$ cat config.mk
export PLATFORM = sky130hd
export DESIGN_NAME = pwm_duty_selector
export DESIGN_NICKNAME = d
export VERILOG_FILES = /design/src/rtl/pwm_ctrl_pkg.sv /design/src/rtl/button_debounce.sv /design/src/rtl/pwm_duty_selector.sv
export SDC_FILE = /design/constraint.sdc
export NUM_CORES = 1
export LEC_CHECK = 0
export CAP_MARGIN = 15
export CORE_MARGIN = 3
export CORE_UTILIZATION = 45
export DETAILED_ROUTE_END_ITERATION = 16
export GPL_TIMING_DRIVEN = 0
export HOLD_SLACK_MARGIN = 0.05
export SLEW_MARGIN = 20
export SYNTH_ARGS = -nofsm -noshare
export SYNTH_HDL_FRONTEND = slang
export SYNTH_SLANG_ARGS = --single-unit
$ cat constraint.sdc
create_clock -name clk -period 2.5 [get_ports clk]
set_input_delay 0.625 -clock clk [delete_from_list [all_inputs] [get_ports clk]]
set_output_delay 0.625 -clock clk [all_outputs]
set_load 0.01 [all_outputs]
$ cat src/rtl/pwm_ctrl_pkg.sv
// Shared types and constants for the PWM duty-selection front end.
package pwm_ctrl_pkg;

  localparam int DUTY_WIDTH = 4;

  typedef logic [DUTY_WIDTH-1:0] duty_t;

  localparam duty_t DUTY_MAX = '1;

  typedef enum logic [1:0] {
    IDLE,
    HELD,
    REPEAT,
    LOCKED
  } duty_sel_state_t;

  // Bits needed for a counter that must be able to hold max_val.
  function automatic int cnt_width(input int max_val);
    return $clog2(max_val + 1);
  endfunction

endpackage

$ cat src/rtl/button_debounce.sv
// Two-flop synchronizer followed by a debounce counter for one raw push-button.
// The debounced level only flips after DEBOUNCE_CYC consecutive synchronized
// samples disagree with it; any agreeing sample restarts the count.
module button_debounce
  import pwm_ctrl_pkg::*;
#(
  parameter int DEBOUNCE_CYC = 50000
) (
  input  logic clk,
  input  logic rst,
  input  logic raw,
  output logic level
);

  localparam int CW = cnt_width(DEBOUNCE_CYC);

  logic          sync1;
  logic          sync2;
  logic [CW-1:0] cnt;

  // Bring the asynchronous button into the clock domain.
  always_ff @(posedge clk) begin
    if (rst) begin
      sync1 <= 1'b0;
      sync2 <= 1'b0;
    end else begin
      sync1 <= raw;
      sync2 <= sync1;
    end
  end

  // Count consecutive disagreeing samples and accept the new level at terminal count.
  always_ff @(posedge clk) begin
    if (rst) begin
      level <= 1'b0;
      cnt   <= '0;
    end else if (sync2 == level) begin
      cnt <= '0;
    end else if (cnt == CW'(DEBOUNCE_CYC - 1)) begin
      level <= sync2;
      cnt   <= '0;
    end else begin
      cnt <= cnt + CW'(1);
    end
  end

endmodule

$ cat src/rtl/pwm_duty_selector.sv
// Turns up/down push-buttons into the duty code fed directly to the PWM block.
// One step per press, auto-repeat while a single button is held, both buttons
// together lock out stepping until both are released. Duty saturates at 0 and max.
module pwm_duty_selector
  import pwm_ctrl_pkg::*;
#(
  parameter int WIDTH         = DUTY_WIDTH,
  parameter int DEBOUNCE_CYC  = 50000,
  parameter int REPEAT_DELAY  = 5000000,
  parameter int REPEAT_PERIOD = 2500000
) (
  input  logic             clk,
  input  logic             rst,
  input  logic             btn_up,
  input  logic             btn_down,
  output logic [WIDTH-1:0] value,
  output logic             at_max,
  output logic             at_min,
  output logic             step_pulse
);

  localparam int               RMAX = (REPEAT_DELAY > REPEAT_PERIOD) ? REPEAT_DELAY : REPEAT_PERIOD;
  localparam int               CW   = cnt_width(RMAX);
  localparam logic [WIDTH-1:0] VMAX = {WIDTH{1'b1}};

  logic             u;
  logic             d;
  duty_sel_state_t  state;
  duty_sel_state_t  state_nxt;
  logic             held_up;
  logic             held_up_nxt;
  logic [CW-1:0]    cnt;
  logic [CW-1:0]    cnt_nxt;
  logic             step_inc;
  logic             step_dec;
  logic             held_lvl;
  logic [WIDTH-1:0] value_nxt;
  logic             pulse_nxt;

  button_debounce #(.DEBOUNCE_CYC(DEBOUNCE_CYC)) u_db_up (
    .clk   (clk),
    .rst   (rst),
    .raw   (btn_up),
    .level (u)
  );

  button_debounce #(.DEBOUNCE_CYC(DEBOUNCE_CYC)) u_db_down (
    .clk   (clk),
    .rst   (rst),
    .raw   (btn_down),
    .level (d)
  );

  // State, held direction and hold/repeat counter registers.
  always_ff @(posedge clk) begin
    if (rst) begin
      state   <= IDLE;
      held_up <= 1'b0;
      cnt     <= '0;
    end else begin
      state   <= state_nxt;
      held_up <= held_up_nxt;
      cnt     <= cnt_nxt;
    end
  end

  // Next-state logic and step requests from the debounced button levels.
  always_comb begin
    state_nxt   = state;
    held_up_nxt = held_up;
    cnt_nxt     = cnt;
    step_inc    = 1'b0;
    step_dec    = 1'b0;
    held_lvl    = held_up ? u : d;
    case (state)
      IDLE: begin
        cnt_nxt = '0;
        if (u && d) begin
          state_nxt = LOCKED;
        end else if (u) begin
          step_inc    = 1'b1;
          held_up_nxt = 1'b1;
          state_nxt   = HELD;
        end else if (d) begin
          step_dec    = 1'b1;
          held_up_nxt = 1'b0;
          state_nxt   = HELD;
        end
      end
      HELD: begin
        if (u && d) begin
          state_nxt = LOCKED;
          cnt_nxt   = '0;
        end else if (!held_lvl) begin
          state_nxt = IDLE;
          cnt_nxt   = '0;
        end else if (cnt == CW'(REPEAT_DELAY - 1)) begin
          step_inc  = held_up;
          step_dec  = !held_up;
          state_nxt = REPEAT;
          cnt_nxt   = '0;
        end else begin
          cnt_nxt = cnt + CW'(1);
        end
      end
      REPEAT: begin
        if (u && d) begin
          state_nxt = LOCKED;
          cnt_nxt   = '0;
        end else if (!held_lvl) begin
          state_nxt = IDLE;
          cnt_nxt   = '0;
        end else if (cnt == CW'(REPEAT_PERIOD - 1)) begin
          step_inc = held_up;
          step_dec = !held_up;
          cnt_nxt  = '0;
        end else begin
          cnt_nxt = cnt + CW'(1);
        end
      end
      LOCKED: begin
        cnt_nxt = '0;
        if (!u && !d) begin
          state_nxt = IDLE;
        end
      end
      default: begin
        state_nxt = IDLE;
        cnt_nxt   = '0;
      end
    endcase
  end

  // Apply a requested step unless it would leave the 0..max range.
  always_comb begin
    value_nxt = value;
    pulse_nxt = 1'b0;
    if (step_inc && (value != VMAX)) begin
      value_nxt = value + WIDTH'(1);
      pulse_nxt = 1'b1;
    end else if (step_dec && (value != '0)) begin
      value_nxt = value - WIDTH'(1);
      pulse_nxt = 1'b1;
    end
  end

  // Duty register with flags registered alongside so they always match it.
  always_ff @(posedge clk) begin
    if (rst) begin
      value      <= '0;
      at_max     <= 1'b0;
      at_min     <= 1'b1;
      step_pulse <= 1'b0;
    end else begin
      value      <= value_nxt;
      at_max     <= (value_nxt == VMAX);
      at_min     <= (value_nxt == '0);
      step_pulse <= pulse_nxt;
    end
  end

endmodule

After elaboration in Yosys (flattened, before gate mapping)
Cells that the tools add are included. Widths: inputs -> output; s select.

Bits in registers: 71. Logic and storage cells: 99.

Add/sub/neg operators: 5. Equal/unequal tests: 15. Mux-type cells: 43. Bitwise logic cells: 3. Reductions and logical operators: 18.

Operators by type and width (number): $mux 23 (6); $pmux 23 s3 (1); $add 16x1->16 const B (2); $eq 16x16->1 const B (2); $add 23x1->23 const B (1); $eq 23x22->1 const B (1); $eq 23x23->1 const B (1); $mux 1 (22); $mux 2 (9); $mux 4 (2); $ne 4x4->1 const B (2); $pmux 2 s4 (1); $pmux 1 s3 (2); $reduce_or 3->1 (2); $add 4x1->4 const B (1); $eq 2x2->1 const B (2); $eq 4x4->1 const B (1); $logic_and 1x1->1 (4); $logic_not 4->1 (1); $ne 4x2->1 const B (1); $reduce_and 2->1 (2); $reduce_and 4->1 (1); $reduce_bool 4->1 (1); $sub 4x1->4 const B (1); 10 further kinds (15).

Logic depth before layout (Yosys ltp)
Depth in word-level cells: 9. Depth in mapped cells: 9.

Cells and area by module
Synthesis repeated with hierarchy kept, for this count alone.

Cell total of the unflattened synthesis: 385. Area total of the unflattened synthesis: 3475.8 µm².

Modules (own cells, without submodules): pwm_duty_selector (instances 1, cells each 211, area an instance 1781.7 µm²); button_debounce (instances 2, cells each 87, area an instance 847.1 µm²).

Least setup slack after synthesis
OpenSTA, ideal clock, no wires.

Path type: register to register. From: register cnt[0]. To: register at_max. Library setup time: 0.079 ns. Arrival time: 2.056 ns. Slack: 0.364 ns. Cell stages (with the launch flop): 9. Buffers on the path: 0. Cells stage by stage: dfxtp_1 ha_1 and4_1 nand4_2 o32ai_4 a22o_4 o211ai_1 o32a_1 a211oi_2.

Word-level cells in the longest chain between the ends: 9. Elaborated cells between the ends (all ways): 21.

Ends and longest elaborated chain: from (decl) (RTL line pwm_duty_selector.sv:32) `logic [CW-1:0] cnt;`; from (signal assigned) (RTL line pwm_duty_selector.sv:63) `cnt <= cnt_nxt;`; $eq 23x22->1 / $eq 23x23->1 (equally long branches) (RTL line pwm_duty_selector.sv:113, pwm_duty_selector.sv:97); $mux 1, on equally long branches (RTL line pwm_duty_selector.sv:113, pwm_duty_selector.sv:97); $mux 1, on equally long branches (RTL line pwm_duty_selector.sv:110, pwm_duty_selector.sv:94); $mux 1, on equally long branches (RTL line pwm_duty_selector.sv:107, pwm_duty_selector.sv:91); $pmux 1 s3 (RTL line pwm_duty_selector.sv:75) `case (state)`; $logic_and 1x1->1 (RTL line pwm_duty_selector.sv:141) `end else if (step_dec && (value != '0)) begin`; $mux 4 (RTL line pwm_duty_selector.sv:141); $mux 4 (*) (RTL line pwm_duty_selector.sv:138) `if (step_inc && (value != VMAX)) begin`; $eq 4x4->1 (*) (RTL line pwm_duty_selector.sv:156) `at_max <= (value_nxt == VMAX);`; to (signal assigned) (RTL line pwm_duty_selector.sv:156); to (decl) (RTL line pwm_duty_selector.sv:17) `output logic at_max,`.

Mark *: on every way between the ends. The rest lies on a longest branch, timed or not. A chain may end at the register's enable or synchronous reset.

Final worst setup path
From: register cnt[0]. To: register at_min.

Word-level cells in the longest chain between the ends: 9. Elaborated cells between the ends (all ways): 21.

Ends and longest elaborated chain: $eq 23x22->1 / $eq 23x23->1 (equally long branches) (RTL line pwm_duty_selector.sv:113, pwm_duty_selector.sv:97); $mux 1, on equally long branches (RTL line pwm_duty_selector.sv:113, pwm_duty_selector.sv:97); $mux 1, on equally long branches (RTL line pwm_duty_selector.sv:110, pwm_duty_selector.sv:94); $mux 1, on equally long branches (RTL line pwm_duty_selector.sv:107, pwm_duty_selector.sv:91); $pmux 1 s3 (RTL line pwm_duty_selector.sv:75); $logic_and 1x1->1 (RTL line pwm_duty_selector.sv:141); $mux 4 (RTL line pwm_duty_selector.sv:141); $mux 4 (*) (RTL line pwm_duty_selector.sv:138); $logic_not 4->1 (*) (RTL line pwm_duty_selector.sv:157) `at_min <= (value_nxt == '0);`; to (signal assigned) (RTL line pwm_duty_selector.sv:157); to (decl) (RTL line pwm_duty_selector.sv:18) `output logic at_min,`.

Marked as above.

==> impl_metrics.sql <==
INSERT INTO impl_metrics (metric_group, metric, value, unit) VALUES
('clocking', 'cts_made_buffers', '9', ''),
('worst_setup_path', 'startpoint_type', 'flip-flop', ''),
('worst_setup_path', 'worst_setup_path_end_kind', 'flip-flop', ''),
('synth', 'synth-warning-count', '0', ''),
('synth', 'synth-edff-count', '0', ''),
('timing', 'worstMarginPinSlew', '0.681', 'ns'),
('route', 'wl_per_cell', '12.1', 'um'),
('synth', 'seq_area_frac_synth', '0.426', ''),
('worst_setup_path', 'worstPathArrival', '2.59', 'ns'),
('clocking', 'cts.root.buffer_cell', 'clkbuf_8', ''),
('synth', 'synth.most_common_cell', 'nor2_1', ''),
('clocking', 'post_cts_setup_repair_buffer_count', '0', ''),
('clocking', 'cts_hold_buffers', '0', ''),
('route', 'vias_per_cell', '5.12', ''),
('layout', 'instances_no_fill', '498', ''),
('timing', 'grt_setup_unrepaired', 'no', ''),
('timing', 'finClkSkew', '0.0113', 'ns'),
('clocking', 'tritoncts_num_sinks', '71', ''),
('placement', 'hpwlAfterDp', '4270', 'um'),
('layout', 'drive_gt1_frac', '0.0846', ''),
('route', 'drt_iter0_drc', '67', ''),
('global_route', 'grt.overflow.total', '0', ''),
('worst_setup_path', 'timing.critical_path.fanout_max', '9', ''),
('worst_setup_path', 'timing.setup.critical_path_class', 'reg -> reg', ''),
('clocking', 'tritoncts', 'yes', ''),
('layout', 'nets', '410', ''),
('global_route', 'number_of_global_route_vias_before_repair', '2418', ''),
('placement', 'buffer_ports.inserted', '9', ''),
('global_route', 'antenna_found_initial', '0', ''),
('synth', 'synth-async-reset-ratio', '0', ''),
('timing', 'drv_slew', '0', ''),
('synth', 'ys_ff_latch', '71', ''),
('synth', 'synth.avg_cell_area', '8.86', 'sq um'),
('power', 'pwr_density_cell', '556', 'nW/um^2'),
('synth', 'ys_dominant_reg_cell', 'dfxtp_1', ''),
('timing', 'min_clock_period_post_route', '2.30', 'ns'),
('synth', 'syn_nets', '390', ''),
('clocking', 'clock_latency', '0.35', 'ns'),
('run_status', 'status', 'finished clean', ''),
('power', 'vdd_drop_max', '0.510', 'mV'),
('die', 'floorplan.die.height', '92.1', 'um'),
('route', 'drt_pass1_iterations', '4', ''),
('synth', 'synthTopCellsByCount', 'nor2_1 (78), dfxtp_1 (71), nand2_1 (32)', ''),
('die', 'die_width', '92.1', 'um'),
('timing', 'finalHoldViolations', '0', ''),
('worst_setup_path', 'worst_ep_required_time', '2.79', 'ns'),
('layout', 'postLayoutCoreUtil', '0.538', ''),
('synth', 'post-synth-top-area-cell', 'dfxtp_1', ''),
('layout', 'final_design_instance_area_without_fill', '3750', 'sq um'),
('timing', 'setup-tns-final', '0', 'ns'),
('clocking', 'cts_resized', '0', ''),
('route', 'dr_total_vias', '2551', ''),
('power', 'total_leakage_power', '1.32', 'nW'),
('placement', 'place.gp.congestion', '0.821', ''),
('die', 'pin_count', '11', ''),
('synth', 'synthDominantCellAreaShare', '0.426', ''),
('clocking', 'clock_transition_at_the_register_clock_pins_on_the_worst_setup_and_hold_paths_after_cts', '0.08', 'ns'),
('layout', 'fillers', '685', ''),
('global_route', 'grt_first_pass_wirelength', '10500', 'um'),
('clocking', 'clock_tree.buffer_depth', '2', ''),
('route', 'post_detailed_routing_wire_length', '6020', 'um'),
('synth', 'yosys-top-cells-area', 'dfxtp_1 (43%), nor2_1 (8.8%), xor2_1 (7.6%)', ''),
('layout', 'areaGrowthSynthToFinish', '12.4', '%'),
('route', 'antenna_left', '0', ''),
('die', 'design.core.area', '6980', 'sq um'),
('global_route', 'track_usage', '0.154', ''),
('die', 'design.die.area', '8490', 'sq um'),
('clocking', 'htree_levels', '3', ''),
('timing', 'fin_hold_ws', '0.451', 'ns'),
('placement', 'dp_cells', '482', ''),
('layout', 'number_of_antenna_diodes', '0', ''),
('route', 'detail_route.drc_violations', '0', ''),
('timing', 'setup_viol_count_final', '0', ''),
('timing', 'post-route-period-util', '0.919', ''),
('timing', 'max_freq', '435', 'MHz'),
('placement', 'placed_cell_area', '3550', 'sq um'),
('global_route', 'maximum_number_of_pins_on_one_net_before_global_route_repair', '14', ''),
('synth', 'netlist-cell-type-count', '53', ''),
('die', 'starting_density_of_the_core', '0.478', ''),
('synth', 'syn_area', '3340', 'sq um'),
('synth', 'synthCells', '377', ''),
('flow_run', 'timing.max_cap.violations', '0', ''),
('timing', 'timing.max_slew.rel_slack', '0.542', ''),
('worst_hold_path', 'hold_path.class', 'reg -> reg', ''),
('die', 'num_rows', '30', '');
-- state kept, by name, summed over array words and instances (netlist names), 2 cells and up --
register,flops
state,2
u_db_down.cnt,16
cnt,23
u_db_up.cnt,16
value,4
-- final timing paths --
path                                       from               to  slack (ns)  depth (start not counted)
worst min-delay path            u_db_down.sync1  u_db_down.sync2        0.45                          1
worst max register to register           cnt[0]           at_min        0.20                          8
worst max-delay path                     cnt[0]           at_min        0.20                          8
worst min register to register  u_db_down.sync1  u_db_down.sync2        0.45                          1
-- metal layers --
metal	global-route usage	share of wire	vias up
met2	0.238	0.45	38
met3	0.0484	0.031	8
met5	0	0	-
li1	-	-	1334
met1	0.194	0.50	1171
met4	0.0755	0.016	0
-- final cells by class --
| type | instances | area [sq um] | share of cell area |
|---|---|---|---|
| Clock inverter | 6 | 66.3 | 0.0177 |
| Clock buffer | 10 | 138 | 0.0367 |
| Timing Repair Buffer | 9 | 90.1 | 0.0240 |
| Sequential cell | 71 | 1420 | 0.379 |
| Multi-Input combinational cell | 287 | 1840 | 0.491 |
| Tap cell | 96 | 120 | 0.0320 |
| Buffer | 6 | 26.3 | 0.00700 |
| Inverter | 13 | 48.8 | 0.0130 |
-- worst max-delay path, cell delays in order, from the launching register on --
cell	delay [ns]
dfxtp_1	0.35
ha_1	0.22
and4_2	0.31
nand4_2	0.15
o32ai_4	0.32
a22oi_4	0.13
or3_1	0.36
o221ai_1	0.21
a31o_1	0.17
-- cells in the final DEF, fill, tap and decap left out, types with 2 or more instances in the layout --
cell type / count
a21oi_1: 2
a221oi_1: 2
a22o_1: 2
a31oi_1: 2
and3_1: 13
and4_1: 2
and4_2: 2
and4b_1: 2
buf_2: 3
clkbuf_1: 3
clkbuf_8: 10
clkdlybuf4s50_1: 9
clkinv_2: 2
dfxtp_1: 71
ha_1: 9
inv_1: 13
inv_6: 2
mux2i_1: 2
nand2_1: 32
nand2b_1: 2
nand3_1: 20
nand4_1: 13
nand4b_1: 2
nor2_1: 78
nor2b_1: 7
nor3_1: 6
nor4b_1: 2
nor4b_2: 2
nor4bb_1: 3
o211ai_1: 2
o21ai_0: 4
xnor2_1: 23
xor2_1: 29
-- power breakdown --
| part | switching (mW) | internal (mW) |
|---|---|---|
| clock network | 0.441 | 0.493 |
| logic | 0.0110 | 0.00737 |
| registers | 0.00197 | 1.13 |
-- stage by stage --
| stage | total power, mW | setup WS (ns) |
|---|---|---|
| 2_1_floorplan | 1.17 | 0.364 |
| 3_3_place_gp | 1.18 | 0.123 |
| 3_5_place_dp | 1.18 | 0.113 |
| 4_1_cts | 2.13 | 0.0881 |
| 5_1_grt | 2.18 | 0.0137 |
| 6_report | 2.09 | 0.203 |
-- cells by family after synthesis --
| logic type | Yosys count | synth area share |
|---|---|---|
| fa+ha+maj | 9 | 0.0337 |
| simple gates | 196 | 0.298 |
| buf+inv | 19 | 0.0225 |
| flops | 71 | 0.426 |
| compound gates | 28 | 0.0779 |
| mux | 2 | 0.00599 |
| xor+xnor | 52 | 0.136 |
Power figures use the tool's default switching activity.
